[src/rtl/lsa_uart_tx.sv]
// Memory-mapped 8N1 serial transmitter for the lsa_core bus: TXDATA/STATUS registers,
// a small TX FIFO and a start/data/stop serialiser driving tx_out (idle high).
module lsa_uart_tx #(
  parameter logic [15:0] BASE_ADDR    = 16'hFF00,
  parameter int unsigned CLKS_PER_BIT = 16,
  parameter int unsigned FIFO_DEPTH   = 4
) (
  input  logic        clock_in,
  input  logic        reset_in,
  input  logic [15:0] mem_add,
  input  logic [15:0] mem_in,
  input  logic        mem_we,
  input  logic        mem_oe,
  input  logic        mem_fetch,
  output logic [15:0] mem_out,
  output logic        tx_out
);

  localparam int unsigned PtrW  = $clog2(FIFO_DEPTH);
  localparam int unsigned CntW  = PtrW + 1;
  localparam int unsigned BaudW = $clog2(CLKS_PER_BIT);
  localparam logic [BaudW-1:0] BaudLast   = BaudW'(CLKS_PER_BIT - 1);
  localparam logic [CntW-1:0]  CntFull    = CntW'(FIFO_DEPTH);
  localparam logic [15:0]      StatusAddr = BASE_ADDR + 16'd1;

  typedef enum logic [1:0] {StIdle, StStart, StData, StStop} state_e;

  state_e            state;
  logic [7:0]        fifo_mem [FIFO_DEPTH];
  logic [PtrW-1:0]   rd_ptr, wr_ptr;
  logic [CntW-1:0]   count;
  logic              overflow;
  logic [BaudW-1:0]  baud_cnt;
  logic [2:0]        bit_idx;
  logic [7:0]        shift;

  logic        sel, is_status, full, empty, busy, baud_done;
  logic        pop, push_req, push, clr_ovf;
  logic [15:0] status;
  logic        unused_bits;

  assign unused_bits = ^mem_in[15:8];

  always_comb begin
    sel       = ((mem_add == BASE_ADDR) || (mem_add == StatusAddr)) && !mem_fetch;
    is_status = (mem_add == StatusAddr);
    full      = (count == CntFull);
    empty     = (count == '0);
    busy      = (state != StIdle);
    baud_done = (baud_cnt == BaudLast);
    // Pops happen only where the serialiser loads a new byte: idle, or the final stop cycle.
    pop       = !empty && ((state == StIdle) || ((state == StStop) && baud_done));
    push_req  = sel && mem_we && !is_status;
    push      = push_req && (!full || pop);
    clr_ovf   = sel && mem_we && is_status && mem_in[3];
    status    = {7'd0, 5'(count), overflow, busy, empty, full};
  end

  always_ff @(posedge clock_in) begin
    if (push) fifo_mem[wr_ptr] <= mem_in[7:0];
  end

  always_ff @(posedge clock_in) begin
    if (reset_in) begin
      state    <= StIdle;
      tx_out   <= 1'b1;
      mem_out  <= '0;
      rd_ptr   <= '0;
      wr_ptr   <= '0;
      count    <= '0;
      overflow <= 1'b0;
      baud_cnt <= '0;
      bit_idx  <= '0;
      shift    <= '0;
    end else begin
      mem_out <= (sel && mem_oe && is_status) ? status : 16'd0;
      if (push) wr_ptr <= wr_ptr + 1'b1;
      if (pop)  rd_ptr <= rd_ptr + 1'b1;
      count <= count + CntW'(push) - CntW'(pop);
      if (push_req && full && !pop) overflow <= 1'b1;
      else if (clr_ovf)             overflow <= 1'b0;

      unique case (state)
        StIdle: begin
          baud_cnt <= '0;
          bit_idx  <= '0;
          if (pop) begin
            shift  <= fifo_mem[rd_ptr];
            tx_out <= 1'b0;
            state  <= StStart;
          end else begin
            tx_out <= 1'b1;
          end
        end
        StStart: begin
          if (baud_done) begin
            baud_cnt <= '0;
            tx_out   <= shift[0];
            state    <= StData;
          end else begin
            baud_cnt <= baud_cnt + 1'b1;
          end
        end
        StData: begin
          if (baud_done) begin
            baud_cnt <= '0;
            if (bit_idx == 3'd7) begin
              tx_out <= 1'b1;
              state  <= StStop;
            end else begin
              bit_idx <= bit_idx + 3'd1;
              tx_out  <= shift[1];
              shift   <= {1'b0, shift[7:1]};
            end
          end else begin
            baud_cnt <= baud_cnt + 1'b1;
          end
        end
        StStop: begin
          if (baud_done) begin
            baud_cnt <= '0;
            bit_idx  <= '0;
            // Chain straight into the next start bit so queued frames are contiguous.
            if (pop) begin
              shift  <= fifo_mem[rd_ptr];
              tx_out <= 1'b0;
              state  <= StStart;
            end else begin
              state  <= StIdle;
            end
          end else begin
            baud_cnt <= baud_cnt + 1'b1;
          end
        end
        default: state <= StIdle;
      endcase
    end
  end

endmodule

[config.mk]
export PLATFORM = sky130hd
export DESIGN_NAME = lsa_uart_tx
export DESIGN_NICKNAME = d
export VERILOG_FILES = /design/src/rtl/lsa_uart_tx.sv
export SDC_FILE = /design/constraint.sdc
export NUM_CORES = 1
export LEC_CHECK = 0
export ABC_AREA = 1
export CELL_PAD_IN_SITES_DETAIL_PLACEMENT = 2
export CELL_PAD_IN_SITES_GLOBAL_PLACEMENT = 2
export CORE_MARGIN = 5
export CORE_UTILIZATION = 34
export DETAILED_ROUTE_END_ITERATION = 8
export GPL_TIMING_DRIVEN = 0
export PLACE_DENSITY_LB_ADDON = 0.15
export SYNTH_ARGS = -nofsm -noshare
export SYNTH_HDL_FRONTEND = slang
export SYNTH_SLANG_ARGS = --single-unit
[constraint.sdc]
create_clock -name clock_in -period 5.3 [get_ports clock_in]
set_clock_uncertainty 0.2 [all_clocks]
set_input_delay 1.06 -clock clock_in [delete_from_list [all_inputs] [get_ports clock_in]]
set_output_delay 1.06 -clock clock_in [all_outputs]
set_load 0.05 [all_outputs]
# After elaboration in Yosys (flattened, before gate mapping)
# Memories as Yosys holds them, arrays and structs flattened. A register that Yosys moved wholly into a read port is not among the register bits.
# Index checks and enable logic that the tools add are counted.
# Widths: inputs -> output; s select.
# classes
addsub	6
eq_ne	15
n_mux	31
n_bitwise	1
reduce_logical	30
# ops
cell	count
$eq 16x16->1 const B	2
$mux 8	4
$pmux 8 s3	1
$mux 2	7
$ne 2x2->1 const B	7
$logic_and 1x1->1	12
$mux 1	11
$mux 3	3
$pmux 3 s3	1
$pmux 2 s4	1
$pmux 4 s2	1
$reduce_and 4->1	2
$eq 3x3->1 const B	2
$logic_not 1->1	5
$reduce_and 5->1	1
$add 2x1->2 const B	2
$add 4x1->4 const B	1
$eq 2x2->1 const B	2
$eq 4x4->1 const B	1
$mux 4	1
$pmux 1 s4	1
$reduce_bool 2->1	2
$add 3x1->3	1
$add 3x1->3 const B	1
9 further kinds	11
# totals
reg_bits	42
mem_bits_rw	32
input_bits	37
out_inout_bits	17
n_memories	1
# mem_list
name	words	word_bits	rd	rd_clocked_by_memory_dff	write_ports	line	text
fifo_mem	4	8	1	1	1	29	logic [7:0] fifo_mem [FIFO_DEPTH];

# Longest topological paths before layout
# Gate-level depths: netlist of the first run.
# depth
ltp_word	8
mapped_depth	13
ltp_nobuf	13

# Least setup slack after synthesis of the first run
# OpenSTA, ideal clock, no wires.
# synth_timing
path_kind	input -> register
start	input port mem_add[5]
end	register count[2]
setup_ns	0.119
arrival_ns	2.764
required_ns	4.981
setup_slack_ns	2.217
cell_stages	13
path_buffers	0
path_cell_list	nor2_1 -> nand2_1 -> nor2_1 -> nand2_1 -> nor2_2 -> nand4_1 -> ha_1 -> inv_1 -> ha_1 -> inv_1 -> fa_1 -> o21ai_0 -> a21oi_1
# synth_via
elab_chain_cells	8
# synth_lines
element	line	text
start, declared	10	input logic [15:0] mem_add,
$eq 16x16->1 (on tied branches)	45, 46	
$logic_or 1x1->1	45	sel = ((mem_add == BASE_ADDR) || (mem_add == StatusAddr)) && !mem_fetch;
$logic_and 1x1->1	45	
$logic_and 1x1->1	53	push_req = sel && mem_we && !is_status;
$logic_and 1x1->1 *	53	
$logic_and 1x1->1 *	54	push = push_req && (!full || pop);
$add 3x1->3 *	79	count <= count + CntW'(push) - CntW'(pop);
$sub 3x1->3 *	79	
end signal, assigned	79	
end, declared	31	logic [CntW-1:0] count;
# Every way passes the cells marked *; elsewhere a longest branch is shown, timed or not.
# A chain may end at the register's enable or synchronous reset.

# Worst setup path after layout of the first run
# layout_timing
start	input port mem_add[4]
end	register count[2]
# The elaborated chain is that of the path after synthesis.

==> flow_summary.json, run 1 <==
{
  "rrSetupSlack_ns": 2.39,
  "setup_viol": 0,
  "worstHoldStart": "overflow",
  "maxCapViolCount": 0,
  "totalNegativeSetupSlack_ns": 0,
  "p_int_mw": 1.04,
  "met1_usage_pct": 17.7,
  "cts_sinks": 67,
  "synth.top_cells.by_count": "nor2_1 (62), nand2_1 (53), dfxtp_1 (35), inv_1 (35), edfxtp_1 (32)",
  "yosysWarnings": 0,
  "port-buffer-count": 35,
  "required_ns": 5.34,
  "cts_root_buf": "clkbuf_8",
  "multi_input_area_sq_um": 1120,
  "syn_inst": 331,
  "yosysTopAreaCell": "edfxtp_1",
  "busiest_layer": "met2",
  "slew_violations": 0,
  "first_iter_violations": 74,
  "pwr-share-comb_pct": 36.5,
  "min_delay_path_depth": 2,
  "viasPerCell": 4.86,
  "drt_pass1_iterations": 4,
  "insertion_delay_ns": 0.36,
  "grt_pass1_wl_microns": 13900,
  "overflow": 0,
  "ys_seq_elements": 67,
  "switching_share_pct": 40.2,
  "synthTopCellsByArea": "edfxtp_1 (32%), dfxtp_1 (23%), nor2_1 (7.8%)",
  "status": "completed",
  "final_util_pct": 42.8,
  "start_util_pct": 34.6,
  "dp.cells": 482,
  "p_leak_nw": 1.51,
  "grt_pass1_vias": 2766,
  "min_path_type": "reg -> reg",
  "rsz0062_at_grt": "no",
  "min_to": "mem_out[3]",
  "ys_types": 29,
  "routabilityCongestion": 0.705,
  "drive_above_1_share_pct": 7.69,
  "worstSetupPathType": "in -> reg",
  "design.die.area_sq_um": 10800,
  "cts_hold_buf": 0,
  "num_vias": 2418,
  "finalHoldViolations": 0,
  "reg2regPathDepth": 11,
  "syn_to_final_growth_pct": 23.5,
  "cts_tree": "built",
  "path_clk_slew_ns": 0.07,
  "synth_flop_cell": "dfxtp_1",
  "grt_util_met3_pct": 4.17,
  "grt_max_degree": 12,
  "numCtsBuffers": 9,
  "p_sw_uw": 697,
  "ctsResizeCount": 0,
  "reg2reg_to": "count[2]",
  "grt_use_met2_pct": 29.8,
  "syn_avg_cell_area_sq_um": 9.04,
  "synth_top_area_share_pct": 32.1,
  "avgRoutedWirePerCell_microns": 16.8,
  "vdd_ir_drop_max_mv": 0.175,
  "n_fill_cell": 954,
  "htree_levels": 3,
  "power_frac_clock_pct": 24.5,
  "gr-usage-all-layers_pct": 16.2,
  "finalCritPeriodShare_pct": 64.8,
  "coreArea_sq_um": 8640,
  "antenna_found_initial": 0,
  "power.density_nw_per_um2": 469,
  "crit_path_max_fanout": 7,
  "synth.most_common_cell": "nor2_1",
  "post_cts_buffers": 0,
  "synth-seq-area-share_pct": 55.5,
  "final_cells": 498,
  "drc": 0,
  "ioPinCount": 54,
  "regArea_sq_um": 1660,
  "layout.nets": 438,
  "finalCriticalPeriod_ns": 3.43,
  "wirelength_microns": 8390,
  "power_mw": 1.73,
  "synth_edf_count": 32,
  "startpoint_type": "primary input",
  "r2r_start": "state[0]",
  "fp-row-count": 34,
  "fmax_ghz": 0.291,
  "antennaDiodeCount": 0,
  "ctsLongestPathBuffers": 2,
  "crit_path_end_kind": "flop",
  "hpwl_microns": 6120,
  "ant_nets": 0,
  "die_height_microns": 104,
  "async_flop_share_pct": 0,
  "worst_pin_slew_ns": 0.962,
  "slew-limit-headroom_pct": 35.6,
  "p_seq_share_pct": 39.0,
  "arrival_ns": 3.48,
  "die-width_microns": 104,
  "synthesis.area_sq_um": 2990
}
## final cells by class
cell class	count	share of cell area, %
plain buffers	16	2.85
clock buffers	12	3.66
flip-flops and latches	67	45.0
clock inverters	4	1.39
multi-input cells	220	30.3
well taps	108	3.66
repair buffers	35	9.49
inverters	36	3.66
## flip-flops by register name, indices dropped and copies added (netlist names), named ones only
register  flops
baud_cnt      4
overflow      1
bit_idx       3
state         2
rd_ptr        2
mem_out       7
count         3
tx_out        1
fifo_mem     32
wr_ptr        2
shift         8
## metal layers
metal / wire [microns] / vias up
met1: 3500 / 1168
met4: 132 / 0
met2: 4360 / 63
li1: - / 1175
met3: 392 / 12
met5: 0 / -
## cells in the final DEF, fill, tap and decap left out, drive strengths merged, types with 2 or more instances in the layout
cell type	netlist	layout
clkinv	0	2
edfxtp	32	32
nand4	2	2
o21ai	32	32
ha	15	15
clkdlybuf4s50	0	35
a21oi	15	15
nand3	13	13
inv	36	36
buf	13	13
o22ai	9	9
clkbuf	3	15
dfxtp	35	35
conb	1	9
nand2	54	54
nor2	63	63
## cell families after synthesis
kind of cell | count (synthesis) | share of synthesized area [%]
fa+ha+maj | 16 | 6.94
compound gates | 59 | 11.0
buf+inv | 52 | 8.03
simple gates | 135 | 18.1
xor+xnor | 1 | 0.293
flops | 67 | 55.5
other cells | 1 | 0.125
## through the flow
step	setup slack, ns	hold WS [ns]	instance area [sq um]
2_1_floorplan	2.22	0.204	3020
3_3_place_gp	1.48	0.234	3510
3_5_place_dp	1.47	0.233	3510
4_1_cts	1.82	0.253	3690
5_1_grt	1.59	0.266	3690
6_report	1.87	0.246	3690
## power by group through the flow
| stage | clock [mW] | sequential (mW) | combinational, mW |
|---|---|---|---|
| floorplan | 0 | 0.674 | 0.428 |
| global placement | 0 | 0.680 | 0.591 |
| detailed placement | 0 | 0.686 | 0.633 |
| CTS | 0.430 | 0.677 | 0.645 |
| global route | 0.451 | 0.685 | 0.722 |
| finish | 0.425 | 0.676 | 0.633 |
## worst max-delay path by stage
stage | from | endpoint | slack (ns) | cells past startpoint
after global routing | mem_add[4] | count[2] | 1.59 | 14
after detailed placement | mem_add[4] | count[2] | 1.47 | 14
after global placement | mem_add[4] | count[2] | 1.48 | 14
after CTS | mem_add[4] | count[2] | 1.82 | 14
final | mem_add[4] | count[2] | 1.87 | 14
after floorplan | mem_add[5] | count[2] | 2.22 | 13
## critical path, cell delays in order
cell,delay [ns]
clkdlybuf4s50_1,0.40
nor2_1,0.14
nand2_1,0.09
nor2_1,0.09
nand2_1,0.07
nor2_2,0.12
nand4_1,0.27
ha_1,0.37
inv_1,0.06
ha_1,0.13
inv_1,0.05
fa_1,0.39
o21ai_0,0.18
a21oi_1,0.06
Power figures use the tool's default switching activity.
==> run 2, diff against run 1 <==
CORE_UTILIZATION = 31   (was 34)
clock period = 3.5 ns   (was 5.3 ns; I/O delays follow)
==> flow_summary.json, run 2 (same netlist as run 1, synthesis figures left out) <==
{
  "status": "completed",
  "final_common_cell": "nor2_1",
  "regArea_sq_um": 1660,
  "fin_area_sq_um": 3730,
  "slew_violations": 0,
  "fmax_ghz": 0.318,
  "crit_path_max_fanout": 7,
  "ioPinCount": 54,
  "coreArea_sq_um": 9330,
  "ctsResizeCount": 0,
  "worstHoldStart": "overflow",
  "port-buffer-count": 35,
  "final_util_pct": 40.0,
  "place_ws_ns": -0.0244,
  "reg2regPathDepth": 11,
  "grt_max_degree": 14,
  "insertion_delay_ns": 0.34,
  "finalCriticalPeriod_ns": 3.14,
  "die_height_microns": 108,
  "crit_path_end_kind": "flop",
  "critical_path.slowest_cell": "clkdlybuf4s50_1",
  "grt_pass1_wl_microns": 13400,
  "p_int_mw": 1.57,
  "routabilityCongestion": 0.732,
  "fp-row-count": 35,
  "ant_nets": 0,
  "required_ns": 3.53,
  "vdd_ir_drop_max_mv": 0.315,
  "path_clk_slew_ns": 0.08,
  "cp_cell_sequence": "clkdlybuf4s50_1 -> nor2_1 -> nand2_1 -> nor2_1 -> nand2_1 -> nor2_2 -> nand4_1 -> ha_1 -> inv_1 -> ha_1 -> inv_1 -> fa_1 -> o21ai_0 -> a21oi_1",
  "power_frac_clock_pct": 25.3,
  "p_leak_nw": 1.52,
  "post_cts_buffers": 0,
  "place_area_sq_um": 3530,
  "startpoint_type": "primary input",
  "htree_levels": 3,
  "rrSetupSlack_ns": 0.56,
  "wirelength_microns": 7920,
  "finalHoldViolations": 0,
  "reg_top3": "fifo_mem x32, shift x8, mem_out x7",
  "min_delay_path_depth": 2,
  "syn_to_final_growth_pct": 24.8,
  "setup_viol": 0,
  "rsz0062_at_grt": "no",
  "slew-limit-headroom_pct": 42.9,
  "ctsLongestPathBuffers": 2,
  "worstSetupPathType": "in -> reg",
  "critPathTopFamily": "adder cells",
  "regMostFlops": "fifo_mem",
  "antennaDiodeCount": 0,
  "power_mw": 2.61,
  "drc": 0,
  "maxCapViolCount": 0,
  "finalCritPeriodShare_pct": 89.7,
  "switching_share_pct": 39.9,
  "min_to": "mem_out[3]",
  "pwr-share-comb_pct": 35.8,
  "first_iter_violations": 44,
  "start_util_pct": 32.1,
  "cts_hold_buf": 0,
  "avgRoutedWirePerCell_microns": 15.3,
  "overflow": 0,
  "numCtsBuffers": 9,
  "drive_above_1_share_pct": 8.46,
  "r2r_start": "state[0]",
  "p_seq_share_pct": 38.9,
  "drt_pass1_iterations": 4,
  "setup_ws_ns": 0.360,
  "cts_sinks": 67,
  "die-width_microns": 108,
  "multi_input_area_sq_um": 1120,
  "gr-usage-all-layers_pct": 14.9,
  "cts_tree": "built",
  "mostFrequentLayoutCells": "nor2_1 (62), nand2_1 (53), inv_1 (35), dfxtp_1 (35), clkdlybuf4s50_1 (35)",
  "n_fill_cell": 1057,
  "hpwl_microns": 5810,
  "layout.nets": 438,
  "design.die.area_sq_um": 11700,
  "p_sw_mw": 1.04,
  "cts_root_buf": "clkbuf_8",
  "grt_pass1_vias": 2741,
  "slowest_delay_ns": 0.40,
  "power.density_nw_per_um2": 699,
  "worst_pin_slew_ns": 0.853,
  "num_vias": 2388,
  "antenna_found_initial": 0,
  "worst-path-buf-inv": 3,
  "reg2reg_to": "count[2]",
  "min_path_type": "reg -> reg",
  "largest_reg_flops": 32,
  "arrival_ns": 3.17,
  "viasPerCell": 4.60
}
==> run 2: changes by cell type in the layout (fill, tap and decap cells not counted) <==
cell / change
inv_6: +1
clkbuf_1: -3
clkinv_4: +1
clkinvlp_4: +1
==> run 2: area by class of cell <==
type                            instances  share of cell area [%]
Clock buffer                            9                    3.32
Clock inverter                          7                    2.04
Timing Repair Buffer                   35                    9.38
Inverter                               36                    3.62
Sequential cell                        67                    44.5
Multi-Input combinational cell        220                    30.0
Buffer                                 16                    2.82
Tap cell                              129                    4.32
==> run 2: power groups by stage <==
| stage | clock network, mW | registers (mW) | logic [mW] |
|---|---|---|---|
| 6_report | 0.660 | 1.02 | 0.935 |
| 5_1_grt | 0.729 | 1.03 | 1.07 |
| 4_1_cts | 0.675 | 1.02 | 0.954 |
| 3_5_place_dp | 0 | 1.03 | 0.941 |
| 3_3_place_gp | 0 | 1.03 | 0.896 |
| 2_1_floorplan | 0 | 1.02 | 0.648 |
==> run 2: through the flow <==
| stage | TNS [ns] | cells | hold slack (ns) |
|---|---|---|---|
| after floorplan | 0 | 339 | 0.204 |
| after global placement | 0 | 503 | 0.232 |
| after detailed placement | -0.0244 | 503 | 0.229 |
| after CTS | 0 | 519 | 0.249 |
| after global routing | 0 | 519 | 0.292 |
| final | 0 | 519 | 0.244 |
==> run 2: tightest hold or removal path: cells and delay by family (launching register included) <==
family / cells / cell delay (ns)
DFF: 1 / 0.32
buffers and inverters: 1 / 0.05
and+or+nand+nor: 1 / 0.04
==> run 2: how the worst max path moves through the flow <==
stage                     depth (start not counted)  startpoint  endpoint  slack [ns]
after CTS                                        14  mem_add[5]  count[2]        0.32
after global placement                           14  mem_add[5]  count[2]        0.03
after global routing                             14  mem_add[4]  count[2]        0.12
final                                            14  mem_add[5]  count[2]        0.36
after floorplan                                  13  mem_add[5]  count[2]        0.78
after detailed placement                         14  mem_add[5]  count[2]       -0.02
==> run 2: metal layers <==
layer	up-vias	GRT usage [%]	routed length [microns]	share of wire, %
li1	1176	-	-	-
met1	1151	18.5	3590	45
met2	50	25.8	3870	49
met3	11	3.76	364	4.6
met4	0	4.06	87	1.1
met5	-	0	0	0
